===== src/rtl/aesl_deadlock_pkg.sv =====
`default_nettype none
// ============================================================================
// Module   : aesl_deadlock_pkg
// Purpose  : Shared types and width helpers for the parametrised deadlock
//            monitor.
// Revision : 1.0 - initial release
// ============================================================================
package aesl_deadlock_pkg;

  // Monitor states: idle watching, timing a stall, deadlock latched.
  typedef enum logic [1:0] {
    ST_WATCH    = 2'd0,
    ST_SUSPECT  = 2'd1,
    ST_DEADLOCK = 2'd2
  } state_t;

  // Width of an index/counter able to hold values 0..n-1, never below 1 bit.
  function automatic int clog2_min1(input int n);
    return (n <= 2) ? 1 : $clog2(n);
  endfunction

endpackage
`default_nettype wire


===== src/rtl/aesl_deadlock_prio_enc.sv =====
`default_nettype none
// ============================================================================
// Module   : aesl_deadlock_prio_enc
// Purpose  : Lowest-set-bit encoder: N request bits -> index of the lowest
//            set bit plus a valid flag. Index is 0 when nothing is set.
// Revision : 1.0 - initial release
// ============================================================================
module aesl_deadlock_prio_enc #(
  parameter int N     = 2,
  parameter int IDX_W = 1
) (
  input  logic [N-1:0]     i_vec,
  output logic [IDX_W-1:0] o_idx,
  output logic             o_valid
);

  // Scan from the top down so the last (lowest) set bit wins.
  always_comb begin
    o_idx   = '0;
    o_valid = 1'b0;
    for (int i = N - 1; i >= 0; i--) begin
      if (i_vec[i]) begin
        o_idx   = IDX_W'(i);
        o_valid = 1'b1;
      end
    end
  end

endmodule
`default_nettype wire


===== src/rtl/aesl_deadlock_param_monitor.sv =====
`default_nettype none
// ============================================================================
// Module   : aesl_deadlock_param_monitor
// Purpose  : Declares a kernel deadlock once the stall condition has held for
//            BLOCK_THRESH consecutive enabled cycles, snapshots the blocked
//            channels/instances at entry and counts deadlock duration.
// Revision : 1.0 - initial release
// ============================================================================
module aesl_deadlock_param_monitor
  import aesl_deadlock_pkg::*;
#(
  parameter int N_AXIS       = 2,
  parameter int N_INST       = 3,
  parameter int BLOCK_THRESH = 16,
  parameter int CYC_W        = 32
) (
  input  logic                                   kernel_monitor_clock,
  input  logic                                   kernel_monitor_reset,
  input  logic                                   enable,
  input  logic                                   clear,
  input  logic [N_AXIS-1:0]                      axis_block_sigs,
  input  logic [N_INST-1:0]                      inst_idle_sigs,
  input  logic [N_INST-1:0]                      inst_block_sigs,
  output logic                                   block,
  output logic                                   suspect,
  output logic [N_AXIS-1:0]                      axis_mask,
  output logic [N_INST-1:0]                      inst_mask,
  output logic [clog2_min1(N_AXIS)-1:0]          first_axis_idx,
  output logic [CYC_W-1:0]                       block_cycles
);

  localparam int                IDX_W      = clog2_min1(N_AXIS);
  localparam int                CNT_W      = clog2_min1(BLOCK_THRESH + 1);
  localparam logic [CNT_W-1:0]  C_CNT_LAST = CNT_W'(BLOCK_THRESH - 1);
  localparam logic [CYC_W-1:0]  C_CYC_MAX  = '1;

  state_t             r_state;
  state_t             w_state_nxt;
  logic [CNT_W-1:0]   r_cnt;
  logic [CNT_W-1:0]   w_cnt_nxt;
  logic               w_cond;
  logic               w_enter_dl;
  logic [IDX_W-1:0]   w_first_idx;
  logic               w_first_vld;

  // Every instance is idle or blocked, and something is actually blocked.
  // All-idle with no block bits is a quiescent kernel, not a stall.
  assign w_cond = (&(inst_idle_sigs | inst_block_sigs)) &
                  ((|axis_block_sigs) | (|inst_block_sigs));

  aesl_deadlock_prio_enc #(
    .N     (N_AXIS),
    .IDX_W (IDX_W)
  ) u_prio_enc (
    .i_vec   (axis_block_sigs),
    .o_idx   (w_first_idx),
    .o_valid (w_first_vld)
  );

  // Next-state and stall-count logic; clear overrides everything.
  always_comb begin
    w_state_nxt = r_state;
    w_cnt_nxt   = r_cnt;
    if (clear) begin
      w_state_nxt = ST_WATCH;
      w_cnt_nxt   = '0;
    end else begin
      case (r_state)
        ST_WATCH: begin
          if (enable && w_cond) begin
            if (BLOCK_THRESH == 1) begin
              w_state_nxt = ST_DEADLOCK;
              w_cnt_nxt   = '0;
            end else begin
              w_state_nxt = ST_SUSPECT;
              w_cnt_nxt   = CNT_W'(1);
            end
          end else begin
            w_cnt_nxt = '0;
          end
        end
        ST_SUSPECT: begin
          if (!enable || !w_cond) begin
            w_state_nxt = ST_WATCH;
            w_cnt_nxt   = '0;
          end else if (r_cnt == C_CNT_LAST) begin
            w_state_nxt = ST_DEADLOCK;
            w_cnt_nxt   = '0;
          end else begin
            w_cnt_nxt = r_cnt + CNT_W'(1);
          end
        end
        ST_DEADLOCK: begin
          w_state_nxt = ST_DEADLOCK;
        end
        default: begin
          w_state_nxt = ST_WATCH;
          w_cnt_nxt   = '0;
        end
      endcase
    end
  end

  assign w_enter_dl = (w_state_nxt == ST_DEADLOCK) && (r_state != ST_DEADLOCK);

  // State and stall-counter registers.
  always_ff @(posedge kernel_monitor_clock or negedge kernel_monitor_reset) begin
    if (!kernel_monitor_reset) begin
      r_state <= ST_WATCH;
      r_cnt   <= '0;
    end else begin
      r_state <= w_state_nxt;
      r_cnt   <= w_cnt_nxt;
    end
  end

  // Snapshot capture on deadlock entry and saturating duration counter.
  always_ff @(posedge kernel_monitor_clock or negedge kernel_monitor_reset) begin
    if (!kernel_monitor_reset) begin
      axis_mask      <= '0;
      inst_mask      <= '0;
      first_axis_idx <= '0;
      block_cycles   <= '0;
    end else if (clear) begin
      axis_mask      <= '0;
      inst_mask      <= '0;
      first_axis_idx <= '0;
      block_cycles   <= '0;
    end else if (w_enter_dl) begin
      axis_mask      <= axis_block_sigs;
      inst_mask      <= inst_block_sigs;
      first_axis_idx <= w_first_vld ? w_first_idx : '0;
      block_cycles   <= CYC_W'(1);
    end else if ((r_state == ST_DEADLOCK) && (block_cycles != C_CYC_MAX)) begin
      block_cycles   <= block_cycles + CYC_W'(1);
    end
  end

  assign block   = (r_state == ST_DEADLOCK);
  assign suspect = (r_state == ST_SUSPECT);

endmodule
`default_nettype wire


===== config.mk =====
export PLATFORM = sky130hd
export DESIGN_NAME = aesl_deadlock_param_monitor
export DESIGN_NICKNAME = d
export VERILOG_FILES = /design/src/rtl/aesl_deadlock_pkg.sv /design/src/rtl/aesl_deadlock_prio_enc.sv /design/src/rtl/aesl_deadlock_param_monitor.sv
export SDC_FILE = /design/constraint.sdc
export NUM_CORES = 1
export LEC_CHECK = 0
export ABC_AREA = 1
export ABC_CLOCK_PERIOD_IN_PS = 1750
export CAP_MARGIN = 20
export CORE_MARGIN = 2
export CORE_UTILIZATION = 50
export DETAILED_ROUTE_END_ITERATION = 10
export MAX_ROUTING_LAYER = met4
export PLACE_DENSITY = 0.85
export SLEW_MARGIN = 0
export SYNTH_ARGS = -nofsm -noshare
export SYNTH_HDL_FRONTEND = slang
export SYNTH_SLANG_ARGS = --single-unit

===== constraint.sdc =====
create_clock -name kernel_monitor_clock -period 1.75 [get_ports kernel_monitor_clock]
set_input_delay 0.525 -clock kernel_monitor_clock [delete_from_list [all_inputs] [get_ports kernel_monitor_clock]]
set_output_delay 0.525 -clock kernel_monitor_clock [all_outputs]
set_load 0.05 [all_outputs]

-- Word level (Yosys, flattened, before mapping)
Index checks and enable logic that the tools add are counted.
- flip-flop bits (word level): 45
- input port bits: 12
- $add $sub $neg: 2
- equal/unequal tests: 7
- muxes and demuxes: 23
- bitwise gates (word level): 3
- reductions and logical operators: 12
- operators with widths (kind ; number):
    32-bit two-way mux ; 3
    32-bit by 1-bit adder with 32-bit output, second input constant ; 1
    32-bit inequality test, second input constant ; 1
    5-bit two-way mux ; 3
    5-bit case mux with 3 select lines ; 1
    2-bit two-way mux ; 6
    1-bit two-way mux ; 7
    3-bit two-way mux ; 2
    2-bit case mux with 3 select lines ; 1
    5-bit by 1-bit adder with 5-bit output, second input constant ; 1
    5-bit by 4-bit equality test with 1-bit output, second input constant ; 1
    2-bit equality test, second input constant ; 2
    2-bit inequality test, second input constant ; 2
    1-bit logical AND ; 3
    3-bit OR ; 1
    3-bit AND reduction ; 1
    3-bit nonzero test ; 1
    3-bit OR reduction ; 1
    2-bit by 1-bit equality test with 1-bit output, second input constant ; 1
    1-bit logical NOT ; 2
    2-bit logical NOT ; 1
    2-bit nonzero test ; 1
    2-bit OR reduction ; 1
    1-bit AND ; 1
    other kinds (2) ; 2

-- Longest topological paths before layout
Gate-level depths: netlist of run 1.
- depth in word-level cells: 12
- mapped depth: 13
- depth with buffers taken out: 12

-- Modules after synthesis
A second synthesis of run 1 with hierarchy kept.
- cell total of the unflattened synthesis: 456
- area total of the unflattened synthesis: 2935.3 µm²
- modules (own cells, without submodules) (module ; times used ; cells each ; area an instance (µm²) ; sequential area each (µm²)):
    aesl_deadlock_param_monitor ; 1 ; 452 ; 2920.3 ; 1126.1
    aesl_deadlock_prio_enc ; 1 ; 4 ; 15.0 ; 0.0

-- Worst setup path before layout of run 1
OpenSTA, ideal clock, no wires.
- kind: register to register
- from: reg block_cycles[1]
- to: reg block_cycles[21]
- library setup time: 0.121 ns
- arrival time: 1.870 ns
- required time: 1.629 ns
- setup slack: -0.241 ns
- cell stages (with the launch flop): 12
- buffers on the path: 1
- clock period less this slack: 1.991 ns
- cell sequence: dfrtp_1 -> ha_1 -> nand3_2 -> inv_2 -> nand2_2 -> nor2_4 -> nand2_2 -> nand2_4 -> inv_4 -> buf_6 -> a21oi_1 -> nor2_1
- word-level cells in the longest chain between the ends: 4
- elaborated cells between the ends (all ways): 7
- RTL lines (what ; line ; RTL):
    start, declared ; aesl_deadlock_param_monitor.sv:29 ; output logic [CYC_W-1:0] block_cycles
    start signal, assigned ; aesl_deadlock_param_monitor.sv:135 ; block_cycles <= block_cycles + CYC_W'(1);
    32-bit by 1-bit adder with 32-bit output ; aesl_deadlock_param_monitor.sv:135 ;
    32-bit two-way mux ; aesl_deadlock_param_monitor.sv:134 ; end else if ((r_state == ST_DEADLOCK) && (block_cycles != C_CYC_MAX)) begin
    32-bit two-way mux ; aesl_deadlock_param_monitor.sv:129 ; end else if (w_enter_dl) begin
    32-bit two-way mux ; aesl_deadlock_param_monitor.sv:124 ; end else if (clear) begin
Parallel ways exist; a longest one is shown, timed or not. The select of a mux whose other input is x is not followed.
A chain may end at the register's enable or synchronous reset.

-- Worst setup path in the final report of run 1
- from: reg block_cycles[3]
- to: reg block_cycles[11]
The elaborated chain is that of the path after synthesis.

==> flow_metrics.env, run 1 <==
export IMPL_die_w_um=80.8
export IMPL_p_leak_nw=2.15
export IMPL_n_antenna_cell=0
export IMPL_r2r_cells=8
export IMPL_worstSkewPairLatency_ns=0.31
export IMPL_grt_pass1_vias=3410
export IMPL_synth_nets=467
export IMPL_relSlewSlack_pct=69.3
export IMPL_h_tree_depth=2
export IMPL_synth_area_sq_um=2950
export IMPL_yosysWarnings=0
export IMPL_drive_above_1_share_pct=27.8
export IMPL_num_vias=3632
export IMPL_finalCritPeriodShare_pct=102
export IMPL_peakVddDrop_mv=0.343
export IMPL_start_util_pct=52.6
export IMPL_post_route_util_pct=82.5
export IMPL_hold_viol=0
export IMPL_critPathCapture="block_cycles[11]"
export IMPL_wl_per_cell_um=16.2
export IMPL_drt_iter0_markers=359
export IMPL_core_sq_um=5610
export IMPL_nFillCells=321
export IMPL_max_cap_viol_count=0
export IMPL_synth_seq_cells=45
export IMPL_hp_class="in2async"
export IMPL_endpoint_kind="register"
export IMPL_path_max_fanout=4
export IMPL_synthCells=453
export IMPL_failed_checks="setup timing"
export IMPL_max_freq_mhz=560
export IMPL_ios=52
export IMPL_cts_max_path_buffers=2
export IMPL_required_ns=1.96
export IMPL_r2r_end="block_cycles[11]"
export IMPL_grt_start_max_net_pins=35
export IMPL_fin_cells=629
export IMPL_power_density_nw_per_um2=462
export IMPL_clock_skew_ns=0.00480
export IMPL_syn_to_final_growth_pct=56.7
export IMPL_crit_type="reg2reg"
export IMPL_status="finished, violations left"
export IMPL_critPathLaunchType="register"
export IMPL_ys_types=27
export IMPL_multi_input_area_sq_um=1620
export IMPL_synth_area_per_cell_sq_um=6.51
export IMPL_finalSetupViolCount=1
export IMPL_period_minus_slack_ns=1.79
export IMPL_yosysSeqAreaShare_pct=38.2
export IMPL_grt_ovfl_total=0
export IMPL_grt_first_pass_wirelength_um=14900
export IMPL_cts_tree="built"
export IMPL_post_route_drc_count=0
export IMPL_die_h_um=80.8
export IMPL_vias_per_cell=5.77
export IMPL_dieArea_sq_um=6530
export IMPL_cts_inserted_buffers=5
export IMPL_place_inst=609
export IMPL_place_congestion=0.958
export IMPL_layout_setup_ws_ns=-0.0360
export IMPL_root_buffer="clkbuf_8"
export IMPL_nNetsFinal=570
export IMPL_drt_total_wl_um=10200
export IMPL_reg2reg_from="block_cycles[3]"
export IMPL_pre_cts_slack_ns=-0.421
export IMPL_path_clk_slew_ns=0.09
export IMPL_antenna_found_initial=0
export IMPL_whs_ns=0.152
export IMPL_reg2reg_slack_ns=-0.04
export IMPL_worst_slew_pin_slew_ns=0.460
export IMPL_cts_num_sinks=45
export IMPL_first_pass_iters=5
export IMPL_fp_row_count=27
export IMPL_ant_nets=0
export IMPL_final_seq_area_sq_um=1140
export IMPL_hpwl_um=6650
export IMPL_cp_arrival_ns=1.99
export IMPL_grt_usage_pct=30.1
export IMPL_drv_slew=0
export IMPL_portBuffers=51
export IMPL_cp_startpoint="block_cycles[3]"
-- placed cells by master, fill, tap and decap left out, types with 4 or more instances in the layout --
master,instances
o21ai_0,7
nand2_1,151
o21bai_1,6
nor2_1,73
clkbuf_8,5
buf_6,6
inv_1,49
dfrtp_1,30
nand3b_1,4
nand4_1,14
nand2_2,4
buf_12,42
dlymetal6s2s_1,5
a21oi_1,8
buf_4,46
nor2_4,5
dfrtp_2,15
nor2_2,10
nand3_1,42
-- cells in the mapped netlist --
library cell    n  share of area (%)
inv_2           2               0.25
nor2_1         83                 11
nand2_1       154                 20
inv_4           1               0.21
nand4_1        14                3.0
nand2_2         3               0.64
clkbuf_1        1               0.13
nand3_2         2               0.68
inv_1          52                6.6
buf_4           2               0.51
a21oi_2         1               0.30
xor2_1          2               0.59
dfrtp_1        45                 38
nand3_1        44                7.5
nor2_4          3                1.1
buf_6           4                1.5
ha_1            2               0.85
xnor2_1         2               0.59
buf_2           4               0.68
nor3_1          1               0.17
nand3b_1        4                1.0
o21ai_0         9                1.5
o21bai_1        6                1.5
clkinv_1        1               0.13
a21oi_1         8                1.4
nor2_2          2               0.42
nand2_4         1               0.38
-- per-layer routing --
metal  track usage (%)  share of wire [%]
met3              6.33                 10
met1              34.0                 35
met5                 -                  0
met4              12.2                4.9
met2              51.9                 50
-- layout make-up --
| type | count | area share, % |
|---|---|---|
| Tap cell | 72 | 1.95 |
| Inverter | 56 | 4.98 |
| Multi-Input combinational cell | 341 | 35.1 |
| Clock inverter | 3 | 1.41 |
| Timing Repair Buffer | 106 | 30.1 |
| Timing Repair inverter | 1 | 0.244 |
| Sequential cell | 45 | 24.8 |
| Clock buffer | 5 | 1.49 |
-- stage by stage --
step	TNS (ns)	cell area, sq um	power, mW
after global routing	-3.15	4620	2.19
after CTS	0	4390	2.13
after floorplan	0	2980	1.10
after global placement	-10.85	4240	1.18
after detailed placement	-14.47	4240	1.19
final	-0.0360	4620	2.14
-- state kept, by name, summed over array words and instances (netlist names) --
name	flops
axis_mask	2
r_state	2
block_cycles	32
r_cnt	5
first_axis_idx	1
inst_mask	3
-- how the worst min path moves through the flow --
stage	startpoint	endpoint	slack (ns)
finish	kernel_monitor_reset	block_cycles[15]	0.15
global route	kernel_monitor_reset	block_cycles[17]	0.19
CTS	kernel_monitor_reset	block_cycles[20]	0.18
detailed placement	kernel_monitor_reset	block_cycles[20]	0.50
global placement	kernel_monitor_reset	block_cycles[20]	0.49
floorplan	kernel_monitor_reset	axis_mask[0]	0.23
-- logic make-up after synthesis --
group,synth area share (%)
simple gates,45.0
fa+ha+maj,0.848
xor+xnor,1.19
compound gates,4.71
buf+inv,10.1
flops,38.2
-- power breakdown --
| part | internal [mW] | switching [mW] | leakage (nW) | total [mW] |
|---|---|---|---|---|
| clock network | 0.568 | 0.395 | 0.0681 | 0.963 |
| logic | 0.0516 | 0.0798 | 1.48 | 0.131 |
| registers | 1.04 | 0.00270 | 0.603 | 1.04 |
-- worst max-delay path, cell delays in order, from the launching register on --
cell     delay [ns]
dfrtp_1        0.49
nand2_1        0.14
nor2_1         0.19
nand2_1        0.13
nor2_1         0.26
xnor2_1        0.22
inv_1          0.11
nand4_1        0.10
nand2_1        0.06
-- timing repair --
item                                    CTS  global route
buffers inserted                          1             8
cloned                                    0             3
hold buffers                              0             0
gates resized for setup                  11            42
pin swaps                                 0            13
endpoints found under the setup margin   36            42
Note: power is estimated with default switching activity, not from simulation.
==> inputs of run 2 (changes only) <==
Settings changed: CORE_MARGIN 2 to 1, SLEW_MARGIN 0 to 20.
==> run 2 against run 1 <==
Critical endpoint is now block_cycles[21]; worst setup slack better by 0.0066 ns; critical path depth up 2; clock power down 31%; worst hold slack better by 0.0076 ns; die area down 4.9%; core utilization up 0.38 points; clock-buffer cell count up 1; the flow still finishes with violations (setup timing).
==> flow_metrics.env, run 2 (synthesis gave the netlist of run 1 again) <==
export IMPL_status="finished, violations left"
export IMPL_failed_checks="setup timing"
export IMPL_wl_per_cell_um=17.6
export IMPL_cp_slowest_cell="dfrtp_2"
export IMPL_max_freq_mhz=562
export IMPL_largest_reg_flops=32
export IMPL_first_pass_iters=5
export IMPL_top_register="block_cycles"
export IMPL_start_util_pct=52.6
export IMPL_whs_ns=0.160
export IMPL_grt_start_max_net_pins=35
export IMPL_relSlewSlack_pct=68.0
export IMPL_cts_hold_buf=0
export IMPL_power_mw=1.85
export IMPL_drt_iter0_markers=551
export IMPL_max_stage_delay_ns=0.40
export IMPL_layout_commonest_cell="nand2_1"
export IMPL_max_cap_viol_count=0
export IMPL_crit_chain="buf_4, nand2_1, nor2_2, nand2_2, nor2_2, nand3b_1, nor2_2, nand3_2, nand2_1, nor2_1"
export IMPL_clock_skew_ns=0.00635
export IMPL_cts_inserted_buffers=5
export IMPL_h_tree_depth=2
export IMPL_reg2reg_slack_ns=-0.03
export IMPL_multi_input_area_sq_um=1660
export IMPL_drv_slew=0
export IMPL_antenna_found_initial=0
export IMPL_peakVddDrop_mv=0.413
export IMPL_power_density_nw_per_um2=398
export IMPL_cp_buffers_inverters=1
export IMPL_path_clk_slew_ns=0.09
export IMPL_finalCritPeriodShare_pct=102
export IMPL_core_sq_um=5610
export IMPL_setup_tns_final_ns=-0.0294
export IMPL_reg_top3="block_cycles: 32 flops, r_cnt: 5 flops, inst_mask: 3 flops"
export IMPL_crit_type="reg2reg"
export IMPL_required_ns=1.96
export IMPL_endpoint_kind="register"
export IMPL_die_w_um=78.8
export IMPL_final_seq_area_sq_um=1150
export IMPL_grt_pass1_vias=3198
export IMPL_portBuffers=51
export IMPL_drive_above_1_share_pct=28.9
export IMPL_grt_ovfl_total=0
export IMPL_cts_num_sinks=45
export IMPL_cts_tree="built"
export IMPL_dieArea_sq_um=6210
export IMPL_fp_row_count=27
export IMPL_grt_first_pass_wirelength_um=14800
export IMPL_syn_to_final_growth_pct=57.5
export IMPL_place_congestion=1.02
export IMPL_n_antenna_cell=0
export IMPL_postPlaceCellArea_sq_um=4250
export IMPL_period_minus_slack_ns=1.78
export IMPL_drt_total_wl_um=11100
export IMPL_path_max_fanout=4
export IMPL_hold_viol=0
export IMPL_layout_setup_ws_ns=-0.0294
export IMPL_crit_family="simple AND/OR/NAND/NOR gates"
export IMPL_ant_nets=0
export IMPL_critPathLaunchType="register"
export IMPL_worstSkewPairLatency_ns=0.31
export IMPL_ios=52
export IMPL_die_h_um=78.8
export IMPL_root_buffer="clkbuf_8"
export IMPL_grt_usage_pct=31.6
export IMPL_nNetsFinal=571
export IMPL_nFillCells=331
export IMPL_design_area_sq_um=4650
export IMPL_finalSetupViolCount=1
export IMPL_num_vias=3692
export IMPL_p_leak_nw=2.16
export IMPL_hpwl_um=6870
export IMPL_cts_max_path_buffers=2
export IMPL_mostFrequentLayoutCells="nand2_1 (150), nor2_1 (70), inv_1 (50)"
export IMPL_post_route_drc_count=0
export IMPL_cp_arrival_ns=1.99
export IMPL_cpMostUsedCell="nor2_2"
export IMPL_vias_per_cell=5.86
export IMPL_worst_slew_pin_slew_ns=0.481
export IMPL_pre_cts_slack_ns=-0.368
export IMPL_hp_class="in2async"
## run 2: final cells by class
cell class	instances	area share, %
Timing Repair Buffer	107	30.8
Clock buffer	6	1.56
Multi-Input combinational cell	341	35.7
Timing Repair inverter	1	0.189
Sequential cell	45	24.7
Inverter	56	4.96
Tap cell	72	1.94
Clock inverter	2	0.215
## run 2: path summary, 6_finish.rpt
path | start | end | depth (start not counted)
setup / recovery | block_cycles[1] | block_cycles[21] | 10
hold / removal | kernel_monitor_reset | block_cycles[20] | 1
setup reg to reg | block_cycles[1] | block_cycles[21] | 10
hold reg to reg | axis_mask[1] | axis_mask[1] | 2
max in group asynchronous | kernel_monitor_reset | block_cycles[11] | 2
min in group kernel_monitor_clock | axis_block_sigs[1] | axis_mask[1] | 3
## run 2: worst reg2reg max path: cells and delay by family, from the launching register on
| kind | cells | cell delay (ns) |
|---|---|---|
| and+or+nand+nor | 9 | 1.10 |
| buffers and inverters | 1 | 0.17 |
| DFF | 1 | 0.40 |
## run 2: report_power, final
part	leakage, nW	total (mW)	internal, mW	switching [mW]
sequential	0.601	1.04	1.04	0.00211
combinational	1.51	0.139	0.0581	0.0813
clock	0.0450	0.665	0.278	0.387
total	2.16	1.85	1.38	0.471
## run 2: metal layers
| layer | wire length [um] | global-route usage (%) | vias up | share of wire (%) |
|---|---|---|---|---|
| met5 | 0 | - | - | 0 |
| met4 | 785 | 11.8 | 0 | 7.1 |
| met3 | 1150 | 5.29 | 96 | 10 |
| met2 | 5410 | 56.6 | 318 | 49 |
| met1 | 3740 | 35.1 | 1659 | 34 |
| li1 | - | - | 1619 | - |
## run 2: what timing repair did
item	4_1_cts	5_1_grt
resized for setup	10	50
setup endpoints to repair	29	40
cloned	0	5
pin swaps	1	25
setup buffers	1	7
## run 2: through the flow
step	cells	util, %
6_report	630	82.8
5_1_grt	630	82.8
4_1_cts	618	77.8
3_5_place_dp	609	75.8
3_3_place_gp	609	75.8
2_1_floorplan	453	-
==> inputs of run 3 (changes only) <==
Settings changed: CORE_ASPECT_RATIO from default to 0.5, CORE_UTILIZATION 50 to 53, PLACE_DENSITY 0.85 to 0.89.
==> run 3 against run 2 <==
The flow finishes with violations (DRC, setup timing); die area is 5.2% lower; critical path depth is 1 higher; clock-buffer cell count is 1 higher; non-clock buffer count is 9 higher; register-to-register slack worse by 0.29 ns; total power is 4.6% higher; largest power group unchanged; routed wire length is 45% higher; cell area is 4.3% higher; flip-flop and latch count stayed put.
==> flow_metrics.env, run 3 (synthesis gave the netlist of run 1 again) <==
export IMPL_status="finished, violations left"
export IMPL_failed_checks="DRC, setup timing"
export IMPL_root_buffer="clkbuf_8"
export IMPL_required_ns=2.00
export IMPL_grt_first_pass_wirelength_um=17800
export IMPL_clock_skew_ns=0.00334
export IMPL_worstSkewPairLatency_ns=0.33
export IMPL_syn_to_final_growth_pct=64.2
export IMPL_start_util_pct=57.5
export IMPL_antenna_found_initial=0
export IMPL_grt_start_max_net_pins=39
export IMPL_grtUsageMet2_pct=70.0
export IMPL_nNetsFinal=579
export IMPL_grtUsageMet3_pct=15.0
export IMPL_h_tree_depth=2
export IMPL_die_h_um=54.8
export IMPL_largest_reg_flops=32
export IMPL_dieArea_sq_um=5890
export IMPL_grt_ovfl_total=0
export IMPL_drt_iter0_markers=1146
export IMPL_hp_class="in2async"
export IMPL_ant_nets=0
export IMPL_fp_row_count=18
export IMPL_endpoint_kind="register"
export IMPL_cts_num_sinks=45
export IMPL_nFillCells=140
export IMPL_rsz0062_at_grt="yes"
export IMPL_cts_inserted_buffers=5
export IMPL_cts_max_path_buffers=2
export IMPL_path_clk_slew_ns=0.09
export IMPL_reg_top3="block_cycles: 32 flops, r_cnt: 5 flops, inst_mask: 3 flops"
export IMPL_critPathLaunchType="register"
export IMPL_top_register="block_cycles"
export IMPL_finalCritPeriodShare_pct=118
export IMPL_die_w_um=108
export IMPL_place_congestion=0.995
export IMPL_pre_cts_slack_ns=-0.359
export IMPL_p_leak_nw=2.21
export IMPL_layout_setup_ws_ns=-0.321
export IMPL_n_antenna_cell=0
export IMPL_hpwl_um=7690
export IMPL_layout_commonest_cell="nand2_1"
export IMPL_drv_slew=0
export IMPL_finalSetupViolCount=34
export IMPL_whs_ns=0.0312
export IMPL_cts_hold_buf=0
export IMPL_drive_above_1_share_pct=34.7
export IMPL_setup_tns_final_ns=-4.40
export IMPL_portBuffers=51
export IMPL_cts_tree="built"
export IMPL_first_pass_iters=11
export IMPL_worst_slew_pin_slew_ns=0.417
export IMPL_max_freq_mhz=483
export IMPL_mostFrequentLayoutCells="nand2_1 (145), buf_4 (55), nor2_1 (52)"
export IMPL_grt_busiest_layer="met2"
export IMPL_vias_per_cell=7.03
export IMPL_post_route_util_pct=94.3
export IMPL_ios=52
export IMPL_num_vias=4463
export IMPL_drt_total_wl_um=16100
export IMPL_crit_type="reg2reg"
export IMPL_max_cap_viol_count=0
export IMPL_relSlewSlack_pct=72.1
export IMPL_wl_per_cell_um=25.4
export IMPL_path_max_fanout=5
export IMPL_post_route_drc_count=113
export IMPL_grt_usage_pct=42.9
export IMPL_peakVddDrop_mv=0.394
export IMPL_grtUsageMet1_pct=48.7
export IMPL_grt_pass1_vias=3637
export IMPL_power_density_nw_per_um2=399
export IMPL_core_sq_um=5130
export IMPL_period_minus_slack_ns=2.07
export IMPL_cp_arrival_ns=2.32
export IMPL_hold_viol=0
-- run 3: cell count changes in the layout (fill, tap and decap cells not counted), sizes merged --
cell           change
buf                +7
clkdlybuf4s15      +1
clkinv             -3
dlymetal6s2s       -1
clkbuf             +3
-- run 3: report_power, final --
| part | leakage [nW] | internal (mW) | switching, mW |
|---|---|---|---|
| clock network | 0.0443 | 0.315 | 0.410 |
| logic | 1.56 | 0.0677 | 0.0964 |
| registers | 0.601 | 1.04 | 0.00267 |
| total | 2.21 | 1.42 | 0.509 |
-- run 3: path summary, 6_finish.rpt --
path                                               from                to  slack (ns)  depth (start not counted)
hold reg to reg                                r_cnt[1]          r_cnt[1]        0.57                          2
min in group kernel_monitor_clock    inst_block_sigs[0]      inst_mask[0]        0.56                          3
setup / recovery                       block_cycles[13]  block_cycles[13]       -0.32                         11
max in group asynchronous          kernel_monitor_reset   block_cycles[6]        1.22                          2
hold / removal                     kernel_monitor_reset          r_cnt[2]        0.03                          1
setup reg to reg                       block_cycles[13]  block_cycles[13]       -0.32                         11
-- run 3: layout make-up --
| cell class | count | area [sq um] | area share, % |
|---|---|---|---|
| clock buffers | 7 | 86.3 | 1.78 |
| inverters | 56 | 225 | 4.65 |
| multi-input cells | 341 | 1770 | 36.4 |
| flip-flops and latches | 45 | 1150 | 23.7 |
| well taps | 70 | 87.6 | 1.81 |
| repair buffers | 116 | 1530 | 31.7 |
-- run 3: what timing repair did --
item	CTS	global route
pin swaps	0	24
cloned	0	5
gates resized for setup	11	84
setup endpoints to repair	39	43
buffers inserted	0	12
-- run 3: layer usage --
layer	part of all wire [%]	up-vias
li1	-	1639
met2	39	602
met4	11	0
met3	18	260
met1	33	1962
met5	0	-
-- run 3: stage by stage --
stage	power [mW]	std cells	instance area [sq um]
after floorplan	1.10	453	2980
final	1.93	635	4840
after CTS	1.84	618	4390
after global routing	1.96	635	4840
after global placement	1.19	611	4280
after detailed placement	1.19	611	4280
-- run 3: critical path, stage by stage, from the launching register on --
cell and delay (ns):
dfrtp_2 0.37, nand2_1 0.13, nor2_1 0.25, nand2_1 0.15, nor2_4 0.20, nand2_4 0.10
nand2_8 0.15, buf_12 0.14, nor2_1 0.05, nand2_1 0.13, nand2_1 0.14, nor2_1 0.16
